$ cat src/rtl/predecode_fetch_buffer_if.sv
// Fetch/decode/redirect bundle for predecode_fetch_buffer.
//   slave  : the buffer (consumes in_*, produces out_* and redirect_*)
//   master : the surrounding fetch/decode logic (or a testbench)
// Signals:
//   in_valid/in_ready/in_pc/in_instr        fetch -> buffer handshake
//   out_valid/out_ready/out_*               buffer -> decode handshake and pre-decoded head
//   redirect_valid/redirect_pc              one-cycle predicted-taken redirect to fetch
interface predecode_fetch_buffer_if #(
  parameter int unsigned XLEN = 32
);
  logic            in_valid;
  logic            in_ready;
  logic [XLEN-1:0] in_pc;
  logic [31:0]     in_instr;

  logic            out_valid;
  logic            out_ready;
  logic [XLEN-1:0] out_pc;
  logic [31:0]     out_instr;
  logic            out_is_jal;
  logic            out_is_jalr;
  logic            out_is_branch;
  logic            out_is_mv;
  logic            out_is_sw;
  logic            out_pred_taken;
  logic [XLEN-1:0] out_pred_target;

  logic            redirect_valid;
  logic [XLEN-1:0] redirect_pc;

  modport slave (
    input  in_valid, in_pc, in_instr, out_ready,
    output in_ready, out_valid, out_pc, out_instr, out_is_jal, out_is_jalr, out_is_branch,
           out_is_mv, out_is_sw, out_pred_taken, out_pred_target, redirect_valid, redirect_pc
  );

  modport master (
    output in_valid, in_pc, in_instr, out_ready,
    input  in_ready, out_valid, out_pc, out_instr, out_is_jal, out_is_jalr, out_is_branch,
           out_is_mv, out_is_sw, out_pred_taken, out_pred_target, redirect_valid, redirect_pc
  );
endinterface

$ cat src/rtl/predecode_fetch_buffer.sv
// Pre-decoding fetch queue. Each accepted instruction is classified (jal, jalr, branch, mv, sw),
// given a next-PC prediction (static BTFN for branches, RAS for returns) and stored in a
// DEPTH-entry FIFO. Predicted-taken accepts pulse a registered redirect one cycle later.
// Ports:
//   clk   clock, rising edge
//   rst   synchronous active-high reset (overrides everything)
//   flush empties the FIFO, kills redirect, drops the concurrent input (RAS untouched)
//   bus   predecode_fetch_buffer_if.slave: fetch input, decode output, redirect
module predecode_fetch_buffer #(
  parameter int unsigned DEPTH     = 4,
  parameter int unsigned RAS_DEPTH = 8,
  parameter int unsigned XLEN      = 32
) (
  input logic                     clk,
  input logic                     rst,
  input logic                     flush,
  predecode_fetch_buffer_if.slave bus
);

  localparam int unsigned PtrW    = (DEPTH > 1) ? $clog2(DEPTH) : 1;
  localparam int unsigned CntW    = PtrW + 1;
  localparam int unsigned RasPtrW = (RAS_DEPTH > 1) ? $clog2(RAS_DEPTH) : 1;
  localparam int unsigned RasCntW = RasPtrW + 1;

  typedef struct packed {
    logic [XLEN-1:0] pc;
    logic [31:0]     instr;
    logic            is_jal;
    logic            is_jalr;
    logic            is_branch;
    logic            is_mv;
    logic            is_sw;
    logic            pred_taken;
    logic [XLEN-1:0] pred_target;
  } entry_t;

  entry_t              mem_q [DEPTH];
  logic [PtrW-1:0]     wr_ptr_q, wr_ptr_d, rd_ptr_q, rd_ptr_d;
  logic [CntW-1:0]     count_q, count_d;
  logic [XLEN-1:0]     ras_q [RAS_DEPTH];
  logic [RasPtrW-1:0]  ras_ptr_q, ras_ptr_d;  // next free slot; top is ras_ptr_q-1
  logic [RasCntW-1:0]  ras_cnt_q, ras_cnt_d;
  logic                redir_valid_q, redir_valid_d;
  logic [XLEN-1:0]     redir_pc_q, redir_pc_d;

  logic [31:0]     instr;
  logic [6:0]      opcode;
  logic [2:0]      func3;
  logic [4:0]      rd, rs1;
  logic            is_jal, is_jalr, is_branch, is_mv, is_sw, is_call, is_ret;
  logic [XLEN-1:0] imm_j, imm_b, pc_plus4, ras_top;
  logic            pred_taken;
  logic [XLEN-1:0] pred_target;
  logic            full, accept, deq;
  entry_t          new_entry, head;

  // Pre-decode and prediction on the incoming instruction.
  always_comb begin
    instr     = bus.in_instr;
    opcode    = instr[6:0];
    func3     = instr[14:12];
    rd        = instr[11:7];
    rs1       = instr[19:15];
    is_jal    = (opcode == 7'b1101111);
    is_jalr   = (opcode == 7'b1100111);
    is_branch = (opcode == 7'b1100011) && (func3 != 3'b010) && (func3 != 3'b011);
    is_mv     = (opcode == 7'b0010011) && (func3 == 3'b000) && (instr[31:20] == 12'h000);
    is_sw     = (opcode == 7'b0100011) && (func3 == 3'b010);
    is_call   = (is_jal || is_jalr) && (rd == 5'd1);
    is_ret    = is_jalr && (rd == 5'd0) && (rs1 == 5'd1);
    imm_j     = {{(XLEN-21){instr[31]}}, instr[31], instr[19:12], instr[20], instr[30:21], 1'b0};
    imm_b     = {{(XLEN-13){instr[31]}}, instr[31], instr[7], instr[30:25], instr[11:8], 1'b0};
    pc_plus4  = bus.in_pc + XLEN'(4);
    ras_top   = ras_q[ras_ptr_q - RasPtrW'(1)];

    pred_taken  = 1'b0;
    pred_target = pc_plus4;
    if (is_jal) begin
      pred_taken  = 1'b1;
      pred_target = bus.in_pc + imm_j;
    end else if (is_branch && instr[31]) begin
      // Backward branches predicted taken, forward not taken.
      pred_taken  = 1'b1;
      pred_target = bus.in_pc + imm_b;
    end else if (is_ret && (ras_cnt_q != '0)) begin
      pred_taken  = 1'b1;
      pred_target = {ras_top[XLEN-1:1], 1'b0};
    end

    new_entry = '{pc: bus.in_pc, instr: instr, is_jal: is_jal, is_jalr: is_jalr,
                  is_branch: is_branch, is_mv: is_mv, is_sw: is_sw,
                  pred_taken: pred_taken, pred_target: pred_target};
  end

  // FIFO, RAS and redirect next-state.
  always_comb begin
    full   = (count_q == CntW'(DEPTH));
    accept = bus.in_valid && !full && !flush;
    deq    = (count_q != '0) && bus.out_ready;

    wr_ptr_d = wr_ptr_q;
    rd_ptr_d = rd_ptr_q;
    count_d  = count_q;
    if (flush) begin
      wr_ptr_d = '0;
      rd_ptr_d = '0;
      count_d  = '0;
    end else begin
      if (accept) wr_ptr_d = wr_ptr_q + PtrW'(1);
      if (deq)    rd_ptr_d = rd_ptr_q + PtrW'(1);
      unique case ({accept, deq})
        2'b10:   count_d = count_q + CntW'(1);
        2'b01:   count_d = count_q - CntW'(1);
        default: count_d = count_q;
      endcase
    end

    ras_ptr_d = ras_ptr_q;
    ras_cnt_d = ras_cnt_q;
    if (accept && is_call) begin
      // Pushing onto a full stack overwrites the oldest entry; count saturates.
      ras_ptr_d = ras_ptr_q + RasPtrW'(1);
      if (ras_cnt_q != RasCntW'(RAS_DEPTH)) ras_cnt_d = ras_cnt_q + RasCntW'(1);
    end else if (accept && is_ret && (ras_cnt_q != '0)) begin
      ras_ptr_d = ras_ptr_q - RasPtrW'(1);
      ras_cnt_d = ras_cnt_q - RasCntW'(1);
    end

    redir_valid_d = accept && pred_taken;
    redir_pc_d    = redir_valid_d ? pred_target : redir_pc_q;
  end

  always_ff @(posedge clk) begin
    if (rst) begin
      wr_ptr_q      <= '0;
      rd_ptr_q      <= '0;
      count_q       <= '0;
      ras_ptr_q     <= '0;
      ras_cnt_q     <= '0;
      redir_valid_q <= 1'b0;
      redir_pc_q    <= '0;
    end else begin
      wr_ptr_q      <= wr_ptr_d;
      rd_ptr_q      <= rd_ptr_d;
      count_q       <= count_d;
      ras_ptr_q     <= ras_ptr_d;
      ras_cnt_q     <= ras_cnt_d;
      redir_valid_q <= redir_valid_d;
      redir_pc_q    <= redir_pc_d;
    end
  end

  // Storage arrays need no reset: outputs are masked while the FIFO is empty.
  always_ff @(posedge clk) begin
    if (!rst && accept) mem_q[wr_ptr_q] <= new_entry;
    if (!rst && accept && is_call) ras_q[ras_ptr_q] <= pc_plus4;
  end

  assign head = (count_q != '0) ? mem_q[rd_ptr_q] : '0;

  assign bus.in_ready        = !full;
  assign bus.out_valid       = (count_q != '0);
  assign bus.out_pc          = head.pc;
  assign bus.out_instr       = head.instr;
  assign bus.out_is_jal      = head.is_jal;
  assign bus.out_is_jalr     = head.is_jalr;
  assign bus.out_is_branch   = head.is_branch;
  assign bus.out_is_mv       = head.is_mv;
  assign bus.out_is_sw       = head.is_sw;
  assign bus.out_pred_taken  = head.pred_taken;
  assign bus.out_pred_target = head.pred_target;
  assign bus.redirect_valid  = redir_valid_q;
  assign bus.redirect_pc     = redir_pc_q;

endmodule

$ cat src/flat_wrapper.sv
// flat-port wrapper written by rule: the top's interface ports become plain ports
module predecode_fetch_buffer_flat 
#(
  parameter int unsigned DEPTH     = 4,
  parameter int unsigned RAS_DEPTH = 8,
  parameter int unsigned XLEN      = 32
)
  (clk, rst, flush, bus_in_valid, bus_in_pc, bus_in_instr, bus_out_ready, bus_in_ready, bus_out_valid, bus_out_pc, bus_out_instr, bus_out_is_jal, bus_out_is_jalr, bus_out_is_branch, bus_out_is_mv, bus_out_is_sw, bus_out_pred_taken, bus_out_pred_target, bus_redirect_valid, bus_redirect_pc);
  predecode_fetch_buffer_if #(.XLEN(XLEN)) bus_i ();
  input logic clk;
  input logic rst;
  input logic flush;
  input wire logic [$bits(bus_i.in_valid)-1:0] bus_in_valid;
  input wire logic [$bits(bus_i.in_pc)-1:0] bus_in_pc;
  input wire logic [$bits(bus_i.in_instr)-1:0] bus_in_instr;
  input wire logic [$bits(bus_i.out_ready)-1:0] bus_out_ready;
  output wire logic [$bits(bus_i.in_ready)-1:0] bus_in_ready;
  output wire logic [$bits(bus_i.out_valid)-1:0] bus_out_valid;
  output wire logic [$bits(bus_i.out_pc)-1:0] bus_out_pc;
  output wire logic [$bits(bus_i.out_instr)-1:0] bus_out_instr;
  output wire logic [$bits(bus_i.out_is_jal)-1:0] bus_out_is_jal;
  output wire logic [$bits(bus_i.out_is_jalr)-1:0] bus_out_is_jalr;
  output wire logic [$bits(bus_i.out_is_branch)-1:0] bus_out_is_branch;
  output wire logic [$bits(bus_i.out_is_mv)-1:0] bus_out_is_mv;
  output wire logic [$bits(bus_i.out_is_sw)-1:0] bus_out_is_sw;
  output wire logic [$bits(bus_i.out_pred_taken)-1:0] bus_out_pred_taken;
  output wire logic [$bits(bus_i.out_pred_target)-1:0] bus_out_pred_target;
  output wire logic [$bits(bus_i.redirect_valid)-1:0] bus_redirect_valid;
  output wire logic [$bits(bus_i.redirect_pc)-1:0] bus_redirect_pc;
  assign bus_i.in_valid = bus_in_valid;
  assign bus_i.in_pc = bus_in_pc;
  assign bus_i.in_instr = bus_in_instr;
  assign bus_i.out_ready = bus_out_ready;
  assign bus_in_ready = bus_i.in_ready;
  assign bus_out_valid = bus_i.out_valid;
  assign bus_out_pc = bus_i.out_pc;
  assign bus_out_instr = bus_i.out_instr;
  assign bus_out_is_jal = bus_i.out_is_jal;
  assign bus_out_is_jalr = bus_i.out_is_jalr;
  assign bus_out_is_branch = bus_i.out_is_branch;
  assign bus_out_is_mv = bus_i.out_is_mv;
  assign bus_out_is_sw = bus_i.out_is_sw;
  assign bus_out_pred_taken = bus_i.out_pred_taken;
  assign bus_out_pred_target = bus_i.out_pred_target;
  assign bus_redirect_valid = bus_i.redirect_valid;
  assign bus_redirect_pc = bus_i.redirect_pc;
  predecode_fetch_buffer #(.DEPTH(DEPTH), .RAS_DEPTH(RAS_DEPTH), .XLEN(XLEN)) u_core (.clk(clk), .rst(rst), .flush(flush), .bus(bus_i));
endmodule
$ cat config.mk
export PLATFORM = sky130hd
export DESIGN_NAME = predecode_fetch_buffer_flat
export DESIGN_NICKNAME = d
export VERILOG_FILES = /design/src/rtl/predecode_fetch_buffer_if.sv /design/src/rtl/predecode_fetch_buffer.sv /design/src/flat_wrapper.sv
export SDC_FILE = /design/constraint.sdc
export NUM_CORES = 1
export LEC_CHECK = 0
export CORE_ASPECT_RATIO = 1.75
export CORE_MARGIN = 3
export CORE_UTILIZATION = 39
export CTS_CLUSTER_DIAMETER = 30
export CTS_CLUSTER_SIZE = 20
export DETAILED_ROUTE_END_ITERATION = 10
export SLEW_MARGIN = 20
export SYNTH_ARGS = -nofsm -noshare
export SYNTH_HDL_FRONTEND = slang
export SYNTH_SLANG_ARGS = --single-unit
$ cat constraint.sdc
create_clock -name clk -period 4.7 [get_ports clk]
set_clock_uncertainty 0.15 [all_clocks]
set_input_delay 0.94 -clock clk [delete_from_list [all_inputs] [get_ports clk]]
set_output_delay 0.94 -clock clk [all_outputs]
set_load 0.1 [all_outputs]
==> results.ini <==
[sta]
max_slew_margin_pct=33.09
tightest_slew_ns=1.000
hold_violations=0
fin_crit_ns=4.088
hold_ws_ns=0.3115
rsz0062_at_grt=false
fin_crit_sh_pct=86.97
setup_viol=0
max_freq_ghz=0.2446
slew_violations=0

[placement]
port_buffers=205
dpl.hpwl_mm=69.39
gp_congestion=1.004

[setup_path]
critPathKind=input pin to flop
cp-end-kind=flop
crit_fanout=4
crit_family=compound AO/OA/AOI/OAI gates
worst-endpoint-arrival_ns=4.27
crit_chain=clkdlybuf4s50_1, ha_1, o21ai_1, o21ai_0, nand2_1, o31a_1, a31oi_1, o21ai_0, nand3b_1, nand2_1
cp_num_buf_inv=1
cp_data_required_time_ns=4.88
critical-path-slowest-cell=o21ai_0
start_kind=input pin
critical_path.max_stage_delay_ns=0.66

[synthesis]
ys.flop_type=edfxtp_1
synth_top_area_cell=edfxtp_1
synth_top_area_share_pct=62.68
syn_inst=1964
syn_area_per_cell_sq_um=16.00
ys_ff_latch=705
syn-num-nets=2090
ys_top_cells_by_area=edfxtp_1, mux4_2, dfxtp_1
async_flop_share_pct=0
synth-seq-area-share_pct=65.80
synth.distinct_cells=97
yosys_warnings=0
synth_edf_count=656
netlist_area_sq_um=31430

[flow_run]
maxCapViolCount=0

[worst_hold_path]
hold_class=flop to flop

[clock_tree]
clockBufferDepth=3
holdBufCountCts=0
post_cts_buffers=0
post_cts_resized=0
cts-root-buf=clkbuf_16
clock_latency_ns=0.67
path_clk_slew_ns=0.05
cts_tree=yes
cts_max_level=3
cts_sinks=705
cts-buffers-inserted=92

[power_and_ir_drop]
p_sw_share_pct=24.47
pwr-share-seq_pct=45.5
combPwrFrac_pct=8.6
p_int_w=0.01147
cellPowerDensity_nw_per_um2=390.4
p_leak_nw=13.31
p_sw_w=0.003716
max-vdd-ir-drop_mv=0.2598
p_clk_share_pct=45.8
power_w=0.01519

[cells_and_area]
area_delta_synth_final_pct=23.79
layout-drive-gt1-share_pct=27.57
multiInputGateArea_sq_um=10270
fillCellCount=6825
antenna_cells=0
fin_nets=2469
seq_area_sq_um=20690

[drt]
vias=19810
firstDrtPassIters=7
drt_iter0_drc=1739
viasPerCell=5.723
drc=0
ant_nets=0
wirelength_mm=96.73
wl_per_cell_um=27.95

[floorplanning]
die_area_sq_um=84160
core_sq_um=79880
die_h_um=381.5
die_x_um=220.6
initial_utilization_pct=39.34
io_pins=206
num_rows=137

[global_route]
antenna_found_initial=1
gr-total-overflow=0
grt_pass1_vias=20470
grt.total_usage_pct=23.10
grt_pass1_wl_mm=140.0
grt_max_degree=105

[run_status]
status=finished clean

==> Yosys cell counts (5+ instances only) <==
master	number
and4_1	12
a211oi_1	17
clkbuf_1	47
nor2_1	96
and3_1	22
nor3_1	17
nand3_1	40
mux2i_1	33
nor4_1	6
xnor2_1	35
nand2b_1	9
ha_1	53
o21ai_1	18
o21a_1	13
a31oi_1	15
o22ai_1	6
buf_1	19
buf_2	30
o31ai_1	7
o211ai_1	15
mux4_2	164
edfxtp_1	656
a22oi_1	8
a21oi_1	68
o21ai_0	51
o221ai_1	5
xor2_1	24
nand4_1	16
o21bai_1	6
dfxtp_1	49
and2_1	119
nand2_1	99
a21o_1	22
or3_1	10
a221o_1	8
nor2b_1	7
buf_4	8
inv_1	24
a211o_1	7
a31o_2	6
==> registers in the layout, indices dropped and copies added (netlist names), named ones only <==
name                       flops
u_core.ras_cnt_q               4
u_core.bus.redirect_pc        32
u_core.ras_q                 248
u_core.rd_ptr_q                2
u_core.mem_q                 408
u_core.wr_ptr_q                2
u_core.ras_ptr_q               3
u_core.bus.redirect_valid      1
u_core.count_q                 3
==> layout by cell type (no fill, tap or decap), drive strengths merged, types with 8 or more instances in the layout <==
master         synthesis  final
nor3                  18     18
nand2                100    100
bufinv                 0      8
clkbuf                47    101
or3                   10     10
nor2                  97     97
nor4                   9      9
a21oi                 72     72
ha                    53     53
a31oi                 16     16
edfxtp               656    656
and2                 120    120
nand3                 41     41
o21ai                 70     70
a22oi                  8      8
clkdlybuf4s50          0    102
buf                   57    287
nand2b                 9      9
dfxtp                 49     49
nand4                 17     17
mux4                 164    164
clkinv                 2     31
and4                  12     12
a221o                  8      8
a211oi                18     18
xor2                  24     24
and3                  23     23
xnor2                 35     35
mux2i                 33     33
o211ai                15     15
a21o                  22     22
o21a                  13     13
clkinvlp               0     10
inv                   26     48
==> power by group through the flow <==
stage	combinational [W]	sequential (W)	clock [W]
6_report	0.00131	0.00692	0.00696
5_1_grt	0.00138	0.00692	0.00732
4_1_cts	0.00130	0.00692	0.00707
3_5_place_dp	0.00130	0.00705	0
3_3_place_gp	0.00129	0.00704	0
2_1_floorplan	0.000743	0.00705	0
==> stage by stage <==
stage / std cells / setup TNS, ns / utilization [%] / cell area, sq um / worst slack, ns
2_1_floorplan: 1964 / -25.83 / - / 31440 / -0.2084
3_3_place_gp: 3291 / 0 / 44.83 / 35810 / 0.05224
3_5_place_dp: 3291 / 0 / 44.83 / 35810 / 0.01382
4_1_cts: 3461 / 0 / 48.70 / 38900 / 0.5582
5_1_grt: 3461 / 0 / 48.70 / 38900 / 0.4983
6_report: 3461 / 0 / 48.70 / 38900 / 0.6124
==> logic make-up after synthesis <==
kind of cell,after synthesis,share of synthesized area (%)
xor+xnor,59,1.644
fa+ha+maj,57,2.365
flops,705,65.80
buf+inv,132,1.796
compound gates,322,6.991
simple gates,488,8.456
mux,201,12.95
==> path summary, 6_finish.rpt <==
path / start / to / slack [ns] / depth (start not counted)
max: bus_in_pc[3] / u_core.mem_q[1][30]$_DFFE_PP_ / 0.61 / 10
min: u_core.bus.redirect_pc[4]$_SDFFE_PP0P_ / u_core.bus.redirect_pc[4]$_SDFFE_PP0P_ / 0.31 / 2
max reg2reg: u_core.ras_ptr_q[0]$_SDFFE_PP0P_ / u_core.bus.redirect_pc[1]$_SDFFE_PP0P_ / 1.10 / 11
min reg2reg: u_core.bus.redirect_pc[4]$_SDFFE_PP0P_ / u_core.bus.redirect_pc[4]$_SDFFE_PP0P_ / 0.31 / 2
==> final cells by class <==
cell class	count	area share (%)
Clock buffer	101	6.059
Clock inverter	69	1.888
Inverter	28	0.2734
Multi-Input combinational cell	1127	26.41
Tap cell	1042	3.351
Sequential cell	705	53.18
Timing Repair Buffer	389	8.838
==> metal layers <==
metal / part of all wire, % / vias up / wire length, um / GRT usage (%)
li1: - / 8610 / - / -
met1: 37 / 10210 / 35500 / 26.91
met2: 51 / 762 / 48960 / 39.51
met3: 5.6 / 224 / 5388 / 3.980
met4: 7.1 / 0 / 6886 / 14.08
met5: 0 / - / 0 / 0
==> tightest hold or removal path: stages, from the launching register on <==
cell	delay (ns)
dfxtp_1	0.31
nand2_1	0.05
a21oi_1	0.05
(Power assumes the default switching activity.)
